<file path="config.mk">
export PLATFORM = sky130hd
export DESIGN_NAME = seq_op_engine
export DESIGN_NICKNAME = d
export VERILOG_FILES = /design/src/rtl/seq_op_engine.sv
export SDC_FILE = /design/constraint.sdc
export NUM_CORES = 2
export LEC_CHECK = 0
export BUFFER_PORTS_ARGS = -buffer_cell sky130_fd_sc_hd__buf_2
export CORE_ASPECT_RATIO = 1.25
export CORE_UTILIZATION = 51
export DETAILED_ROUTE_END_ITERATION = 10
export GPL_TIMING_DRIVEN = 0
export PLACE_DENSITY_LB_ADDON = 0.2
export SYNTH_ARGS = -nofsm -noshare
export SYNTH_HDL_FRONTEND = slang
export SYNTH_SLANG_ARGS = --single-unit
</file>
<file path="constraint.sdc">
create_clock -name i_clk -period 8.9 [get_ports i_clk]
set_input_delay 0.445 -clock i_clk [delete_from_list [all_inputs] [get_ports i_clk]]
set_output_delay 0.445 -clock i_clk [all_outputs]
set_load 0.1 [all_outputs]
</file>
<file path="src/rtl/seq_op_engine.sv">
// -----------------------------------------------------------------------------
// seq_op_engine
//
// Purpose:
//   Programmable operand engine. Two N-bit operands arrive in W-bit chunks
//   (LSB chunk first), then a stored program of up to DEPTH 3-bit opcodes
//   runs on an N-bit accumulator, one op per cycle. The accumulator is then
//   streamed out in W-bit chunks under consumer backpressure.
//
// Handshakes (strict valid/ready):
//   A transfer happens on a rising edge where valid and ready are both high.
//   in_ready depends only on state, and out_valid depends only on state.
//   Neither depends on the partner's valid or ready, so no combinational loop
//   can form. While out_valid is high and out_ready is low, out_data and
//   out_last hold stable.
//
// Ports:
//   i_clk, i_rst_n        clock, asynchronous active-low reset
//   i_start, i_abort      begin a run (IDLE only) / return to IDLE from anywhere
//   i_prog_we/addr/op     program slot write (IDLE only)
//   i_prog_len            ops to run, sampled with start, clamped to DEPTH
//   i_in_valid, o_in_ready, i_a, i_b           operand chunk stream
//   o_out_valid, i_out_ready, o_out_data, o_out_last   result chunk stream
//   o_busy, o_done, o_state  status; o_state is the FSM state for debug
// -----------------------------------------------------------------------------
module seq_op_engine #(
    parameter int N     = 64,
    parameter int W     = 4,
    parameter int DEPTH = 8,
    localparam int AW   = $clog2(DEPTH)
) (
    input  logic          i_clk,
    input  logic          i_rst_n,
    input  logic          i_start,
    input  logic          i_abort,
    input  logic          i_prog_we,
    input  logic [AW-1:0] i_prog_addr,
    input  logic [2:0]    i_prog_op,
    input  logic [AW:0]   i_prog_len,
    input  logic          i_in_valid,
    output logic          o_in_ready,
    input  logic [W-1:0]  i_a,
    input  logic [W-1:0]  i_b,
    output logic          o_out_valid,
    input  logic          i_out_ready,
    output logic [W-1:0]  o_out_data,
    output logic          o_out_last,
    output logic          o_busy,
    output logic          o_done,
    output logic [1:0]    o_state
);

    localparam int C  = N / W;
    localparam int KW = $clog2(C);

    typedef enum logic [1:0] {
        S_IDLE  = 2'd0,
        S_LOAD  = 2'd1,
        S_EXEC  = 2'd2,
        S_DRAIN = 2'd3
    } state_t;

    state_t                r_state;
    state_t                w_next_state;

    logic [C-1:0][W-1:0]   r_a;
    logic [C-1:0][W-1:0]   r_b;
    logic [C-1:0][W-1:0]   r_acc;
    logic [DEPTH-1:0][2:0] r_prog;
    logic [KW-1:0]         r_k;
    logic [AW-1:0]         r_s;
    logic [AW:0]           r_len;
    logic                  r_done;

    logic                  w_start_run;
    logic                  w_load_beat;
    logic                  w_exec_step;
    logic                  w_drain_xfer;
    logic                  w_k_last;
    logic                  w_s_last;
    logic [AW:0]           w_len_clamped;
    logic [N-1:0]          w_op_result;

    // Operation set. All compares unsigned; results truncated to N bits.
    function automatic logic [N-1:0] f_op(
        input logic [2:0]   op,
        input logic [N-1:0] a,
        input logic [N-1:0] b,
        input logic [N-1:0] c
    );
        logic [N:0]   sum;
        logic [N-1:0] mn;
        logic [N-1:0] mx;
        logic [N-1:0] res;
        sum = {1'b0, a} + {1'b0, b};
        mn  = (a < b) ? a : b;
        mx  = (a < b) ? b : a;
        res = '0;
        case (op)
            3'd0:    res = (a & b) | c;
            3'd1:    res = (a ^ b) + c;
            3'd2:    res = (mx - mn) ^ c;
            3'd3:    res = {c[N-1:N/2], mn[N/2-1:0]};
            3'd4:    res = mx + {c[N-2:0], 1'b0};
            // Carry out of the N+1-bit sum saturates to all ones.
            3'd5:    res = (sum[N] ? {N{1'b1}} : sum[N-1:0]) & c;
            // Overflow-free floor average of A and B.
            3'd6:    res = ((a & b) + ((a ^ b) >> 1)) | c;
            3'd7:    res = {a[N-2:0], a[N-1]} ^ b ^ c;
            default: res = '0;
        endcase
        return res;
    endfunction

    assign w_len_clamped = (i_prog_len > (AW+1)'(DEPTH)) ? (AW+1)'(DEPTH) : i_prog_len;
    assign w_k_last      = (r_k == KW'(C - 1));
    assign w_s_last      = ({1'b0, r_s} == (r_len - 1'b1));
    assign w_op_result   = f_op(r_prog[r_s], r_a, r_b, r_acc);

    // State register
    always_ff @(posedge i_clk or negedge i_rst_n) begin
        if (!i_rst_n) begin
            r_state <= S_IDLE;
        end else begin
            r_state <= w_next_state;
        end
    end

    // Next state, handshake outputs and datapath strobes
    always_comb begin
        w_next_state = r_state;
        w_start_run  = 1'b0;
        w_load_beat  = 1'b0;
        w_exec_step  = 1'b0;
        w_drain_xfer = 1'b0;
        o_in_ready   = 1'b0;
        o_out_valid  = 1'b0;
        o_out_data   = '0;
        o_out_last   = 1'b0;
        o_busy       = (r_state != S_IDLE);
        o_state      = r_state;

        case (r_state)
            S_IDLE: begin
                if (i_start) begin
                    w_start_run  = 1'b1;
                    w_next_state = S_LOAD;
                end
            end
            S_LOAD: begin
                o_in_ready = 1'b1;
                if (i_in_valid) begin
                    w_load_beat = 1'b1;
                    if (w_k_last) begin
                        w_next_state = (r_len != '0) ? S_EXEC : S_DRAIN;
                    end
                end
            end
            S_EXEC: begin
                w_exec_step = 1'b1;
                if (w_s_last) begin
                    w_next_state = S_DRAIN;
                end
            end
            S_DRAIN: begin
                o_out_valid = 1'b1;
                o_out_data  = r_acc[r_k];
                o_out_last  = w_k_last;
                if (i_out_ready) begin
                    w_drain_xfer = 1'b1;
                    if (w_k_last) begin
                        w_next_state = S_IDLE;
                    end
                end
            end
            default: w_next_state = S_IDLE;
        endcase

        // Abort overrides every strobe so nothing in the datapath moves.
        if (i_abort) begin
            w_next_state = S_IDLE;
            w_start_run  = 1'b0;
            w_load_beat  = 1'b0;
            w_exec_step  = 1'b0;
            w_drain_xfer = 1'b0;
        end
    end

    // Datapath: operands, accumulator, counters, done pulse
    always_ff @(posedge i_clk or negedge i_rst_n) begin
        if (!i_rst_n) begin
            r_a    <= '0;
            r_b    <= '0;
            r_acc  <= '0;
            r_k    <= '0;
            r_s    <= '0;
            r_len  <= '0;
            r_done <= 1'b0;
        end else begin
            r_done <= w_drain_xfer & w_k_last;
            if (i_abort) begin
                r_k <= '0;
                r_s <= '0;
            end else begin
                if (w_start_run) begin
                    r_a   <= '0;
                    r_b   <= '0;
                    r_acc <= '0;
                    r_k   <= '0;
                    r_s   <= '0;
                    r_len <= w_len_clamped;
                end
                // C is a power of two, so k wraps to 0 after the last chunk,
                // leaving it ready for the drain phase.
                if (w_load_beat) begin
                    r_a[r_k] <= i_a;
                    r_b[r_k] <= i_b;
                    r_k      <= r_k + 1'b1;
                end
                if (w_exec_step) begin
                    r_acc <= w_op_result;
                    r_s   <= r_s + 1'b1;
                end
                if (w_drain_xfer) begin
                    r_k <= r_k + 1'b1;
                end
            end
        end
    end

    // Program store. Writes are taken only while idle. Because the write
    // lands on the same edge as start, a run started in that cycle uses
    // the new opcode.
    always_ff @(posedge i_clk or negedge i_rst_n) begin
        if (!i_rst_n) begin
            r_prog <= '0;
        end else if (i_prog_we && (r_state == S_IDLE) && !i_abort) begin
            r_prog[i_prog_addr] <= i_prog_op;
        end
    end

    assign o_done = r_done;

endmodule
</file>
# Yosys cells after proc, flatten, opt, wreduce, memory -nomap -nowiden
# Cells that the tools add are included.
dict set report totals {
  out_inout_bits 11
  word_cells 176
  in_bits 25
  register_bits 230
}
dict set report classes {
  n_mux 55
  n_reduce_logical 16
  addsub 8
  order_cmp 7
  n_eq_ne 19
  bitwise_logic 10
}
# operator n
set op_table {}
lappend op_table {{2-to-1 mux 64 bit} 11}
lappend op_table {{one-hot mux 64 bit (8 select lines)} 1}
lappend op_table {{XOR 64 bit} 4}
lappend op_table {{adder 64 bit} 2}
lappend op_table {{AND 64 bit} 2}
lappend op_table {{bitwise mux 64 bit} 2}
lappend op_table {{OR 64 bit} 2}
lappend op_table {{adder 64 x 64 -> 65 bit} 1}
lappend op_table {{adder 64 x 63 -> 64 bit} 1}
lappend op_table {{< comparator 64 bit} 1}
lappend op_table {{subtractor 64 bit} 1}
lappend op_table {{2-to-1 mux 4 bit} 8}
lappend op_table {{bitwise mux 24 bit} 1}
lappend op_table {{inequality test 3 bit, second input constant} 6}
lappend op_table {{binary-select mux 4 bit (select 4 bit)} 1}
lappend op_table {{demux 4 bit (select 4 bit)} 1}
lappend op_table {{2-to-1 mux 1 bit} 15}
lappend op_table {{2-to-1 mux 3 bit} 5}
lappend op_table {{2-to-1 mux 2 bit} 7}
lappend op_table {{equality test 3 bit, second input constant} 4}
lappend op_table {{binary-select mux 3 bit (select 3 bit)} 1}
lappend op_table {{demux 3 bit (select 3 bit)} 1}
lappend op_table {{< comparator 3 x 4 -> 1 bit, second input constant} 2}
lappend op_table {{one-hot mux 2 bit (4 select lines)} 1}
lappend op_table {{26 further kinds} 34}

# Logic depth before layout (Yosys ltp)
dict set report logic_depth {
  ltp_word 7
  ltp_mapped 41
  ltp_nobuf 30
}

# Worst setup path after synthesis
# OpenSTA, ideal clock, no wires.
dict set report synth_timing {
  path_kind {register to register}
  from {register r_b[6] in the netlist's numbering}
  to {register r_acc[58] in the netlist's numbering}
  slack_ns 0.066
  arrival_ns 8.702
  required_time_ns 8.768
  period_less_slack_ns 8.834
  path_stages_with_launch 41
  n_path_buf 12
  setup_time_ns 0.132
  cell_sequence {dfrtp_1 > clkbuf_1 > inv_1 > ha_1 > buf_2 > o21ai_1 > a2111oi_0 > o311ai_1 > a211oi_1 > or4_1 > buf_4 > buf_6 > buf_2 > buf_2 > buf_2 > buf_1 > buf_1 > clkbuf_1 > [5 not listed] > a21oi_1 > o21ai_0 > a221oi_1 > o21a_1 > nor4bb_1 > o2111ai_1 > nand4_1 > o21ai_0 > a211oi_1 > a211oi_1 > o31ai_1 > nor3_1 > a31oi_1 > nor2_1 > a2111oi_0 > a21oi_1 > a2111oi_0 > nor2_1}
}
dict set report synth_via {
  elab_chain_cells 6
  elab_cells_between_ends 16
  classes_between {add/sub: 5; order compare: 1; mux: 5; bitwise: 5}
}
# element line
set synth_rtl {}
lappend synth_rtl {{start: declaration} 67} ;# logic [C-1:0][W-1:0] r_b;
lappend synth_rtl {{start signal: indexed assignment} 217} ;# r_b[r_k] <= i_b;
lappend synth_rtl {{< comparator 64 bit} {96, 97}}
lappend synth_rtl {{2-to-1 mux 64 bit, on equally long branches} {97, 96}}
lappend synth_rtl {{subtractor 64 bit} 102} ;# 3'd2: res = (mx - mn) ^ c;
lappend synth_rtl {{XOR 64 bit} 102}
lappend synth_rtl {{one-hot mux 64 bit (8 select lines) *} 99} ;# case (op)
lappend synth_rtl {{2-to-1 mux 64 bit *} 220} ;# if (w_exec_step) begin
lappend synth_rtl {{end signal: assignment} 221} ;# r_acc <= w_op_result;
lappend synth_rtl {{end: declaration} 68} ;# logic [C-1:0][W-1:0] r_acc;
# Every way passes the cells marked *; elsewhere a longest branch is shown, timed or not.
# A chain may end at the register's enable or synchronous reset.

# Worst setup path in the final report
dict set report layout_timing {
  from {register r_b[16] in the netlist's numbering}
  to {register r_acc[24] in the netlist's numbering}
}
# Same word-level chain as after synthesis.

==> metrics.yaml <==
outcome: "complete, but fails checks"
violations: "capacitance limit, slew limit, setup timing"
path_buf_inv: 4
grt_start_max_net_pins: 93
cts_tree: "built"
critPathMaxFanout: 13
max-cap-violations: 24
min_to: "r_len[2]"
wire_per_inst_um: 35.1
start_kind: "flip-flop"
crit_chain: "inv_1 -> ha_1 -> clkbuf_1 -> nor4_1 -> nand4_1 -> or3_1 -> a311oi_1 -> o2111ai_1 -> nor4b_1 -> o31ai_2 -> a221o_1 -> a31oi_1 -> o211ai_1 -> a21o_1 -> clkbuf_2 -> clkbuf_1 -> o211ai_1 -> a21oi_1 -> o21ai_0 -> o211ai_1"
power_mw: 14.3
power.internal_mw: 5.37
num-fill-cells: 6660
core-area_um2: 67100
timing.hold.ws_ns: 0.0410
combPwrFrac: 0.782
finalMaxSlewViolations: 211
hold_viol: 0
overflow: 0
route.antenna.remaining_nets: 0
place_congestion: 1.13
powerDensity_nw_per_um2: 375
placed_area_um2: 36100
synth-main-ff-cell: "dfrtp_1"
ys_seq_area_frac: 0.166
reg2regPathDepth: 20
whs_path_depth: 3
cts_max_level: 1
nets: 5081
arrival_ns: 9.76
seqPwrFrac: 0.118
dp_worst_setup_slack_ns: -6.58
clockBufferDepth: 3
start_util: 0.517
clkLatencyLatePin_ns: 0.66
antenna_found_initial: 17
viasPerCell: 7.38
clkSinkCount: 230
place_hpwl_mm: 148
clock-root-buffer: "clkbuf_16"
clk_pin_slew_ns: 0.07
max_clock_freq_mhz: 109
cts_inserted_buffers: 30
reg2reg_slack_ns: -0.31
drt_iter0_markers: 6524
worstHoldPathType: "input port to flip-flop"
vdd_drop_max_mv: 0.305
ys_warn_count: 0
syn_area_um2: 34700
ys_types: 93
drt_pass1_iterations: 9
async_flop_share: 1.00
vias: 41200
required_ns: 9.45
worst_slew_margin_rel: -0.145
period_minus_slack_ns: 9.21
synth.avg_cell_area_um2: 7.60
finalSetupTns_ns: -2.04
endpoint_kind: "flip-flop"
num_io_pins: 36
switching_power_mw: 8.95
fin_util: 0.568
grt_pass1_wl_mm: 273
rows: 106
stdcell_area_um2: 38100
synth-edff-count: 0
fin_crit_sh: 1.03
hold_start: "i_prog_len[2]"
cpPeakStageDelay_ns: 1.08
syn-num-nets: 4985
syn-instance-count: 4567
worst_slew_pin_slew_ns: 1.71
numPortBuffers: 26
die_w_um: 235
netSwitchingFraction: 0.625
fin_worst_skew_ns: 0.0274
power.leakage_nw: 17.6
grt_pass1_vias: 37800
yosys_register_bits: 230
slowest_stage: "clkbuf_1"
setup_violations: 18
wl_mm: 196
finalNonFillerCells: 5576
setup_ws_ns: -0.307
cpMostUsedCell: "o211ai_1"
r2r_start: "r_b[16]"
crit_family: "compound AO/OA/AOI/OAI gates"
grt_use_total: 0.553
area_growth_syn_to_layout_pct: 9.95
die_h_um: 294
p_clk_frac: 0.100
remaining_drc_errors: 0
drive_gt1_frac: 0.0845
reg2reg_to: "r_acc[24]"
dp_cells: 5470
die_area_um2: 69100
crit_type: "flip-flop to flip-flop"
==> placed cells by master (no fill, tap or decap), types with 32 or more instances in the layout <==
cell type and n:
xnor2_1 266, buf_4 45, nor3_1 101, a21oi_1 451, and3_1 33, inv_1 233, dfrtp_2 35, nor4_1 32
a22o_1 123, mux2_2 35, ha_1 325, mux2i_1 34, xor2_1 93, nand2_1 438, o31ai_1 38, a21o_1 134
o21ai_1 36, o21ai_0 333, nand2b_1 57, clkbuf_1 137, nor2b_1 35, a31oi_1 70, a211oi_1 54, fa_1 66
nor2_1 356, clkbuf_16 33, nand4_1 48, o21bai_1 53, dfrtp_1 195, o21a_1 38, nand3_1 121, o211ai_1 70
buf_2 49
==> synthesized netlist by cell type, types with 12 or more instances <==
cell type	n	share of area
a2111oi_0	21	0.0053
a211oi_1	59	0.013
a21o_1	134	0.029
a21oi_1	456	0.066
a221oi_1	26	0.0066
a22o_1	123	0.031
a31o_2	13	0.0033
a31oi_1	70	0.013
and2_1	22	0.0040
and3_1	33	0.0060
buf_1	27	0.0029
buf_2	32	0.0046
clkbuf_1	163	0.018
dfrtp_1	230	0.17
fa_1	66	0.038
ha_1	327	0.12
inv_1	235	0.025
mux2_2	35	0.011
mux2i_1	34	0.0098
mux4_2	26	0.017
nand2_1	439	0.047
nand2b_1	57	0.010
nand3_1	121	0.017
nand4_1	48	0.0087
nor2_1	357	0.039
nor2b_1	35	0.0063
nor3_1	107	0.015
nor4_1	34	0.0061
o211ai_1	70	0.015
o21a_1	38	0.0082
o21ai_0	350	0.050
o21ai_1	23	0.0033
o21bai_1	53	0.011
o221ai_1	27	0.0068
o22ai_1	22	0.0040
o311ai_0	15	0.0038
o31a_1	12	0.0030
o31ai_1	40	0.0087
or2_2	17	0.0031
or3_1	28	0.0050
xnor2_1	266	0.067
xor2_1	93	0.023
==> power by group through the flow <==
| stage | logic [mW] | registers, mW | clock network (mW) |
|---|---|---|---|
| global placement | 9.80 | 1.66 | 0 |
| detailed placement | 9.89 | 1.66 | 0 |
| finish | 11.2 | 1.69 | 1.43 |
| floorplan | 5.68 | 1.49 | 0 |
| CTS | 10.1 | 1.64 | 1.41 |
| global route | 11.1 | 1.68 | 1.45 |
==> routing by layer <==
metal	wire, µm	share of wire	global-route usage	up-vias
li1	-	-	-	17000
met1	65500	0.33	0.633	19200
met2	76500	0.39	0.780	3620
met3	28500	0.15	0.197	1286
met4	25000	0.13	0.566	12
met5	75	0.00038	0	-
==> worst min-delay path: cells and delay by family <==
family | cells | cell delay, ns
AO/OA/AOI/OAI | 1 | 0.06
AND/OR/NAND/NOR | 1 | 0.05
buffers and inverters | 1 | 0.09
==> logic make-up after synthesis <==
group,count (synthesis),synth area share
AOI/OAI and AO/OA,1671,0.314
and+or+nand+nor,1342,0.180
buffers and inverters,476,0.0546
adders and majority gates,394,0.156
xor gates and xnor gates,359,0.0906
DFF,230,0.166
muxes,95,0.0380
==> timing repair <==
item	in CTS	in global routing
setup endpoints to repair	64	31
hold buffers	1	0
pin swaps	12	19
gates resized for setup	106	75
gates cloned	0	1
buffers inserted	12	23
hold endpoints to repair	63	0
==> how the worst max path moves through the flow <==
stage | start | slack (ns) | cells after the start | end
global placement | r_b[17] | -6.98 | 38 | r_acc[58]
global route | r_b[51] | -0.12 | 38 | r_acc[58]
finish | r_b[16] | -0.31 | 20 | r_acc[24]
CTS | r_b[48] | -0.11 | 38 | r_acc[58]
detailed placement | r_b[48] | -6.58 | 39 | r_acc[58]
floorplan | r_b[6] | 0.07 | 40 | r_acc[58]
==> state kept, by name (all words and copies together), names as in the netlist <==
name / count
r_s: 3
r_len: 4
o_state: 2
r_k: 4
o_done: 1
r_b: 64
r_acc: 64
r_a: 64
r_prog: 24
==> layout make-up <==
class | instances | area, µm² | share of cell area
tap | 864 | 1080 | 0.0283
sequential | 230 | 5800 | 0.152
inverter | 242 | 908 | 0.0238
buffer | 219 | 1110 | 0.0291
clock buffer | 42 | 877 | 0.0230
timing repair buffer | 79 | 681 | 0.0178
clock inverter | 14 | 213 | 0.00558
antenna | 25 | 62.6 | 0.00164
multi-input combinational | 3861 | 27400 | 0.719
Power figures use the tool's default switching activity.
